$ cat src/rtl/systolic_pkg.sv
// -----------------------------------------------------------------------------
// systolic_pkg
// Shared definitions for the systolic-array input side:
//   - feeder_state_t : state encoding of the skew feeder FSM
//   - skew_depth()   : delay-line depth for a given edge lane index
// -----------------------------------------------------------------------------
package systolic_pkg;

    typedef enum logic [2:0] {
        ST_IDLE,
        ST_CLEAR,
        ST_FEED,
        ST_DRAIN,
        ST_DONE
    } feeder_state_t;

    // Row/column i of the array must see its operand i cycles after lane 0.
    function automatic int skew_depth(input int lane);
        return lane;
    endfunction

endpackage

$ cat src/rtl/cmn_EnResetReg.sv
// -----------------------------------------------------------------------------
// cmn_EnResetReg
// Enabled register with synchronous active-high reset (reset wins over enable).
// Ports:
//   clk   : clock
//   rst   : synchronous active-high reset to p_reset_value
//   i_en  : load enable
//   i_d   : next value
//   o_q   : registered value
// -----------------------------------------------------------------------------
module cmn_EnResetReg #(
    parameter int                 p_nbits       = 1,
    parameter logic [p_nbits-1:0] p_reset_value = '0
) (
    input  logic               clk,
    input  logic               rst,
    input  logic               i_en,
    input  logic [p_nbits-1:0] i_d,
    output logic [p_nbits-1:0] o_q
);

    logic [p_nbits-1:0] r_q;

    // NOTE: sequential state is assigned with <= so every flop samples the
    // pre-edge values of its neighbours; blocking = here would race.
    always_ff @(posedge clk) begin
        if (rst) begin
            r_q <= p_reset_value;
        end else if (i_en) begin
            r_q <= i_d;
        end
    end

    assign o_q = r_q;

endmodule

$ cat src/rtl/systolic_skew_lane.sv
// -----------------------------------------------------------------------------
// systolic_skew_lane
// Enabled, clearable delay line of DEPTH stages. DEPTH=0 is a plain wire.
// Ports:
//   clk   : clock
//   rst   : synchronous active-high reset
//   i_clr : synchronous clear of every stage (same effect as rst)
//   i_en  : advance the line by one stage
//   i_d   : lane input
//   o_q   : lane output, i_d delayed by DEPTH enabled cycles
// -----------------------------------------------------------------------------
module systolic_skew_lane #(
    parameter int NBITS = 16,
    parameter int DEPTH = 0
) (
    input  logic             clk,
    input  logic             rst,
    input  logic             i_clr,
    input  logic             i_en,
    input  logic [NBITS-1:0] i_d,
    output logic [NBITS-1:0] o_q
);

    if (DEPTH == 0) begin : g_wire
        // Control inputs are intentionally unused on a zero-depth lane.
        logic w_unused;
        assign w_unused = &{1'b0, clk, rst, i_clr, i_en};
        assign o_q      = i_d;
    end else begin : g_regs
        logic             w_rst;
        logic [NBITS-1:0] w_tap [DEPTH+1];

        assign w_rst    = rst | i_clr;
        assign w_tap[0] = i_d;

        for (genvar s = 0; s < DEPTH; s++) begin : g_stage
            cmn_EnResetReg #(.p_nbits(NBITS)) u_reg (
                .clk  (clk),
                .rst  (w_rst),
                .i_en (i_en),
                .i_d  (w_tap[s]),
                .o_q  (w_tap[s+1])
            );
        end

        assign o_q = w_tap[DEPTH];
    end

endmodule

$ cat src/rtl/systolic_skew_feeder.sv
// -----------------------------------------------------------------------------
// systolic_skew_feeder
// Input-side driver for a SIZE x SIZE systolic matrix-multiply array. Accepts
// one k-step (x column + w row) per recv handshake, skews lane i by i enabled
// cycles, drives the array enable / accumulator clear, flushes zeros after the
// last beat and then raises done.
//
// Optional feature: define SYSTOLIC_FEEDER_STALL_CNT_EN to add output
// stall_cnt (32-bit saturating count of FEED cycles with recv_val=0).
//
// Ports:
//   clk, rst              : clock, synchronous active-high reset
//   start, cfg_len        : job start (IDLE/DONE only) and beat count
//   recv_msg_x/w, recv_val, recv_rdy : beat handshake, lane i = [i*NBITS +: NBITS]
//   x_edge, w_edge        : skewed operands into the array's left/top edges
//   array_en, array_clr   : global PE enable, one-cycle accumulator clear
//   done                  : every PE sum is final
//   stall_cnt             : (optional) FEED cycles without a valid beat
// -----------------------------------------------------------------------------
module systolic_skew_feeder
    import systolic_pkg::*;
#(
    parameter int NBITS = 16,
    parameter int SIZE  = 4,
    parameter int LBITS = 8
) (
    input  logic                  clk,
    input  logic                  rst,
    input  logic                  start,
    input  logic [LBITS-1:0]      cfg_len,
    input  logic [SIZE*NBITS-1:0] recv_msg_x,
    input  logic [SIZE*NBITS-1:0] recv_msg_w,
    input  logic                  recv_val,
    output logic                  recv_rdy,
    output logic [SIZE*NBITS-1:0] x_edge,
    output logic [SIZE*NBITS-1:0] w_edge,
    output logic                  array_en,
    output logic                  array_clr,
    output logic                  done
`ifdef SYSTOLIC_FEEDER_STALL_CNT_EN
    ,
    output logic [31:0]           stall_cnt
`endif
);

    // Zeros must ripple through the deepest x and w skews before PE(SIZE-1,SIZE-1) is final.
    localparam int             DRAIN_LEN  = 2 * (SIZE - 1);
    localparam int             DBW        = (DRAIN_LEN > 1) ? $clog2(DRAIN_LEN) : 1;
    localparam logic [DBW-1:0] DRAIN_LAST = DBW'(DRAIN_LEN - 1);

    feeder_state_t         r_state;
    logic [LBITS-1:0]      r_len;
    logic [LBITS-1:0]      r_count;
    logic [DBW-1:0]        r_drain;
    logic                  r_recv_rdy;
    logic                  r_array_clr;
    logic                  r_done;

    logic                  w_fire;
    logic                  w_array_en;
    logic [SIZE*NBITS-1:0] w_push_x;
    logic [SIZE*NBITS-1:0] w_push_w;

    assign w_fire     = recv_val & r_recv_rdy;
    assign w_array_en = w_fire | (r_state == ST_DRAIN);
    // Anything other than a real beat pushes zeros (drain, stalls, idle).
    assign w_push_x   = w_fire ? recv_msg_x : '0;
    assign w_push_w   = w_fire ? recv_msg_w : '0;

    always_ff @(posedge clk) begin
        if (rst) begin
            r_state     <= ST_IDLE;
            r_len       <= '0;
            r_count     <= '0;
            r_drain     <= '0;
            r_recv_rdy  <= 1'b0;
            r_array_clr <= 1'b0;
            r_done      <= 1'b0;
        end else begin
            r_array_clr <= 1'b0;
            case (r_state)
                ST_IDLE, ST_DONE: begin
                    if (start) begin
                        r_state     <= ST_CLEAR;
                        r_len       <= cfg_len;
                        r_count     <= '0;
                        r_array_clr <= 1'b1;
                        r_done      <= 1'b0;
                    end
                end
                ST_CLEAR: begin
                    if (r_len == '0) begin
                        r_state <= ST_DONE;
                        r_done  <= 1'b1;
                    end else begin
                        r_state    <= ST_FEED;
                        r_recv_rdy <= 1'b1;
                    end
                end
                ST_FEED: begin
                    if (w_fire) begin
                        if (r_count == r_len - LBITS'(1)) begin
                            r_recv_rdy <= 1'b0;
                            if (DRAIN_LEN == 0) begin
                                r_state <= ST_DONE;
                                r_done  <= 1'b1;
                            end else begin
                                r_state <= ST_DRAIN;
                                r_drain <= '0;
                            end
                        end else begin
                            r_count <= r_count + LBITS'(1);
                        end
                    end
                end
                ST_DRAIN: begin
                    if (r_drain == DRAIN_LAST) begin
                        r_state <= ST_DONE;
                        r_done  <= 1'b1;
                    end else begin
                        r_drain <= r_drain + DBW'(1);
                    end
                end
                default: begin
                    r_state    <= ST_IDLE;
                    r_recv_rdy <= 1'b0;
                    r_done     <= 1'b0;
                end
            endcase
        end
    end

    for (genvar i = 0; i < SIZE; i++) begin : g_lane
        systolic_skew_lane #(.NBITS(NBITS), .DEPTH(skew_depth(i))) u_x (
            .clk   (clk),
            .rst   (rst),
            .i_clr (r_array_clr),
            .i_en  (w_array_en),
            .i_d   (w_push_x[i*NBITS +: NBITS]),
            .o_q   (x_edge[i*NBITS +: NBITS])
        );
        systolic_skew_lane #(.NBITS(NBITS), .DEPTH(skew_depth(i))) u_w (
            .clk   (clk),
            .rst   (rst),
            .i_clr (r_array_clr),
            .i_en  (w_array_en),
            .i_d   (w_push_w[i*NBITS +: NBITS]),
            .o_q   (w_edge[i*NBITS +: NBITS])
        );
    end

`ifdef SYSTOLIC_FEEDER_STALL_CNT_EN
    logic [31:0] r_stall_cnt;

    always_ff @(posedge clk) begin
        if (rst || r_state == ST_CLEAR) begin
            r_stall_cnt <= '0;
        end else if (r_state == ST_FEED && !recv_val && r_stall_cnt != '1) begin
            r_stall_cnt <= r_stall_cnt + 32'd1;
        end
    end

    assign stall_cnt = r_stall_cnt;
`endif

    assign recv_rdy  = r_recv_rdy;
    assign array_en  = w_array_en;
    assign array_clr = r_array_clr;
    assign done      = r_done;

endmodule

$ cat config.mk
export PLATFORM = sky130hd
export DESIGN_NAME = systolic_skew_feeder
export DESIGN_NICKNAME = d
export VERILOG_FILES = /design/src/rtl/systolic_pkg.sv /design/src/rtl/cmn_EnResetReg.sv /design/src/rtl/systolic_skew_lane.sv /design/src/rtl/systolic_skew_feeder.sv
export SDC_FILE = /design/constraint.sdc
export NUM_CORES = 1
export LEC_CHECK = 0
export CAP_MARGIN = 15
export CORE_AREA = 3 3 145 147
export DETAILED_ROUTE_END_ITERATION = 10
export DIE_AREA = 0 0 148 150
export GPL_ROUTABILITY_DRIVEN = 0
export PLACE_DENSITY = 0.79
export RECOVER_POWER = 100
export SLEW_MARGIN = 20
export SYNTH_ARGS = -nofsm -noshare
export SYNTH_HDL_FRONTEND = slang
export SYNTH_SLANG_ARGS = --single-unit
$ cat constraint.sdc
create_clock -name clk -period 2 [get_ports clk]
set_input_delay 0.4 -clock clk [delete_from_list [all_inputs] [get_ports clk]]
set_output_delay 0.4 -clock clk [all_outputs]
set_load 0.02 [all_outputs]
Word-level counts from Yosys, hierarchy flattened
Index checks and enable logic that the tools add are counted.
- output and inout port bits: 132
- logic and storage cells: 80
- flip-flop bits (word level): 217
- $add $sub $neg: 3
- equality and inequality tests: 14
- multiplexer cells: 25
- reduce and logical (&&, ||, !) cells: 13
- bitwise gates (word level): 6
- operator list (operator ; count):
    two-way mux 64 bit ; 2
    two-way mux 3 bit ; 8
    two-way mux 8 bit ; 3
    AND reduction 4 bit ; 5
    case mux 8 bit (2 select lines) ; 1
    != test 2 bit, second input constant ; 7
    case mux 3 bit (4 select lines) ; 1
    adder 8 x 1 -> 8 bit, second input constant ; 1
    == test 8 bit ; 1
    logical NOT 8 bit ; 1
    subtractor 8 x 1 -> 8 bit, second input constant ; 1
    two-way mux 1 bit ; 7
    == test 3 x 2 -> 1 bit, second input constant ; 2
    == test 3 bit, second input constant ; 2
    case mux 3 bit (2 select lines) ; 1
    case mux 1 bit (4 select lines) ; 1
    nonzero test 2 bit ; 2
    OR reduction 2 bit ; 2
    adder 3 x 1 -> 3 bit, second input constant ; 1
    == test 3 x 1 -> 1 bit, second input constant ; 1
    logical NOT 3 bit ; 1
    inverter 1 bit ; 3
    case mux 1 bit (3 select lines) ; 1
    OR reduction 3 bit ; 1
    4 further kinds ; 5

Logic depth before layout (Yosys ltp)
- word-level depth: 5
- mapped depth: 9
- mapped depth without buffers: 9

By module
Synthesis repeated with hierarchy kept, for this count alone.
- cells, all modules: 1001
- area total of the unflattened synthesis: 9589.2 um2
- modules (own cells, without submodules) (module ; times used ; cells an instance ; area each (um2)):
    cmn_EnResetReg ; 12 ; 52 ; 580.6
    systolic_skew_feeder ; 1 ; 339 ; 2344.7
    systolic_skew_lane at g_lane[0].u_w ... ; 2 ; 16 ; 120.1
    systolic_skew_lane at g_lane[1].u_w ... ; 6 ; 1 ; 6.3

Worst setup path before layout
No wires, ideal clock.
- path type: reg-to-reg
- from: reg r_len[0]
- to: reg r_drain[1]
- arrival: 2037 ps
- path buffers: 0
- setup slack: -152 ps
- stages on the path, launching flop included: 8
- library setup time: 116 ps
- clock period less this slack: 2152 ps
- path through: dfxtp_1 > inv_1 > ha_1 > nor2b_1 > o311a_1 > nor4_4 > a31oi_1 > a31o_1
- cells in the longest elaborated chain, start to end: 4
- RTL lines (what ; line ; source):
    start, declared ; systolic_skew_feeder.sv:52 ; logic [LBITS-1:0] r_len;
    start signal, assigned ; systolic_skew_feeder.sv:85 ; r_len <= cfg_len;
    subtractor 8 x 1 -> 8 bit ; systolic_skew_feeder.sv:102 ; if (r_count == r_len - LBITS'(1)) begin
    == test 8 bit ; systolic_skew_feeder.sv:102 ;
    != test 2 bit (no source line) ; -- ;
    AND reduction 4 bit (no source line) ; -- ;
    end signal, assigned ; systolic_skew_feeder.sv:121 ; r_drain <= r_drain + DBW'(1);
    end, declared ; systolic_skew_feeder.sv:54 ; logic [DBW-1:0] r_drain;
Every way passes these cells.
A chain may end at the register's enable or synchronous reset.

Worst setup path after layout
- from: in recv_val
- to: out x_edge[15]
- cells in the longest elaborated chain, start to end: 2
- RTL lines (what ; line ; source):
    start, declared ; systolic_skew_feeder.sv:33 ; input logic recv_val,
    AND 1 bit ; systolic_skew_feeder.sv:64 ; assign w_fire = recv_val & r_recv_rdy;
    two-way mux 64 bit ; systolic_skew_feeder.sv:67 ; assign w_push_x = w_fire ? recv_msg_x : '0;
    end, declared ; systolic_skew_feeder.sv:35 ; output logic [SIZE*NBITS-1:0] x_edge,
Every way passes these cells.

==> metrics <==
commonest non-fill, non-tap cell in the layout nand2_1; pwr dens 860.4 mW/mm^2; Worst-Skew Late Latency 510 ps; via count 8078; Non-Filler Instances 1597; Synth Cell Area 0.008320 mm^2; DR pass1 iterations 4; average cell area after synthesis 7.864 um^2; placed cells 1552; status completed; number of synthesized flops with an enable pin 0; Worst Path Max Fanout 16; worst slew margin relative to its limit 0.4303; number of global-route vias before repair just under 8000; Core Rows 52; Chip Height 150 um; max_cap viols 0; Routed WL 24160 um; Area growth syn-to-layout 45.98%; DR iter-0 viols between 300 and 400; die area 0.02220 mm^2; Synth Instances 1058; startpoint types primary input; clock tree buffer depth 3; routed len/inst 15.13 um; largest net degree at the start of global routing 96; via/cell ratio between 5 and 6; CTS tree done; Fin Setup TNS 0 ps; period utilization 0.9795; P_leak 4.489 nW; Synthesis Warnings 0; Hold Buf Count CTS 0; fin. max-slew vios 0; Slew @ Worst Pin 854.6 ps; Setup CP Type in -> out; CP Capture Type output pin; FFs w/ async S/R, synth 0; highest-count cells in the layout ignoring fill and taps 316 x nand2_1, 213 x dfxtp_1, 207 x a21oi_1; Syn Nets 1203; Fmax achieved 510.5 MHz; Register-to-Register Path Depth 10; buffers added on ports between 200 and 300; flops & latches, synth around 220; Hold WC Path Type in -> reg; CP required roughly 1600 ps; Final ANT Viol Nets 0; DRC viols 0; Die Width 148 um; clock root buffer master clkbuf_16; sequential-to-total area share from yosys stat 0.5221; global-route wire length before repair 38540 um; Global Route Usage Sum 0.2067; total CTS buffers 23; share of layout cells above drive strength 1 0.07611; Clock Skew 12.27 ps; I/O pins roughly 270; Starting Density 0.4152; initial antenna violation count 0; Worst Path Arrival around 1600 ps; Finish-stage setup viols 0; htree depth 1; ant diodes 0; hold path depth 3; Peak supply drop approximately 670 uV; final hold violations 0; core area roughly 0.020 mm^2; Distinct cells, synth 45; Reg clk slew, reported paths 60 ps; Hold WS 437.8 ps; Primary FF master, synth dfxtp_1; fin nets 1456; clk sinks 217; grt total ovfl 0; DP Wirelength approximately 16000 um; min Tclk post-route 1959 ps
-- final timing paths --
kind	from	slack (ps)	to
min reg2reg	g_lane[2].u_w.g_regs.g_stage[1].u_reg.o_q[12]	440	g_lane[2].u_w.g_regs.g_stage[1].u_reg.o_q[12]
max reg2reg	r_len[1]	90	r_count[6]
min	recv_msg_x[39]	440	g_lane[2].u_x.g_regs.g_stage[0].u_reg.o_q[7]
max	recv_val	40	x_edge[15]
-- metal layers --
layer,vias up,wire length [um],global-route usage
li1,4053,-,-
met1,3774,10310,0.2720
met2,215,11730,0.3435
met3,36,1550,0.04785
met4,0,568,0.05543
met5,-,0,0
-- Yosys cell counts, types with 4 or more instances --
| master | n | area (um^2) |
|---|---|---|
| xor2_1 | 5 | 43.79 |
| xnor2_1 | 5 | 43.79 |
| buf_1 | 8 | 30.03 |
| or3_1 | 4 | 25.02 |
| and3_1 | 34 | 212.7 |
| nor3_1 | 5 | 25.02 |
| inv_1 | 5 | 18.77 |
| nand2_1 | 318 | 1194 |
| ha_1 | 5 | 62.56 |
| dfxtp_1 | 217 | 4344 |
| mux2i_1 | 6 | 60.06 |
| buf_2 | 10 | 50.05 |
| nand3_1 | 99 | 495.5 |
| and2_1 | 5 | 31.28 |
| nor2b_1 | 5 | 31.28 |
| a21oi_1 | 207 | 1036 |
| nor2_1 | 17 | 63.81 |
| clkbuf_1 | 65 | 244.0 |
-- worst max-delay path, cell delays in order --
cell             delay (ps)
clkdlybuf4s50_1         500
buf_4                   190
and3_1                  160
clkdlybuf4s15_1         300
-- power breakdown --
| part | switching, mW | total, mW | internal [mW] |
|---|---|---|---|
| sequential | 0.0717 | 4.51 | 4.44 |
| combinational | 0.908 | 1.55 | 0.644 |
| clock | 1.66 | 4.39 | 2.73 |
| total | 2.64 | 10.5 | 7.81 |
-- area by class of cell --
| type | instances | area (um^2) |
|---|---|---|
| fillers | 1806 | 7893 |
| repair buffers | 311 | 2900 |
| well taps | 270 | 337.8 |
| multi-input cells | 752 | 3749 |
| flip-flops and latches | 217 | 4349 |
| clock inverters | 5 | 103.9 |
| clock buffers | 36 | 684.4 |
| inverters | 6 | 22.52 |
-- repair_timing --
action	in CTS	in global routing
setup endpoints to repair	40	46
buffers inserted	2	1
cloned	1	0
resized for setup	41	76
pin swaps	2	9
-- sequential cells by signal, summed over array words and instances (netlist names) --
name	cells
array_clr	1
r_len	8
r_drain	3
r_count	8
r_state	3
g_lane.u_x.g_regs.g_stage.u_reg.o_q	96
g_lane.u_w.g_regs.g_stage.u_reg.o_q	96
recv_rdy	1
done	1
-- cell families after synthesis --
family | Yosys count | synth area share
adders and majority gates | 5 | 0.007519
muxes | 6 | 0.007218
DFF | 217 | 0.5221
xor gates and xnor gates | 10 | 0.01053
and+or+nand+nor | 501 | 0.2648
AOI/OAI and AO/OA | 229 | 0.1456
buffers and inverters | 90 | 0.04225
-- metrics by stage --
stage          total power [mW]  cell area (um^2)  setup slack [ps]    util
6_report                  10.45             12150             40.94  0.6061
5_1_grt                   10.90             12150           -0.8187  0.6061
4_1_cts                   10.56             12260            -2.539  0.6116
3_5_place_dp              6.166             11460            -268.0  0.5717
3_3_place_gp              6.146             11460            -235.5  0.5717
2_1_floorplan             5.412              8329             27.65       -
(Power assumes the default switching activity.)
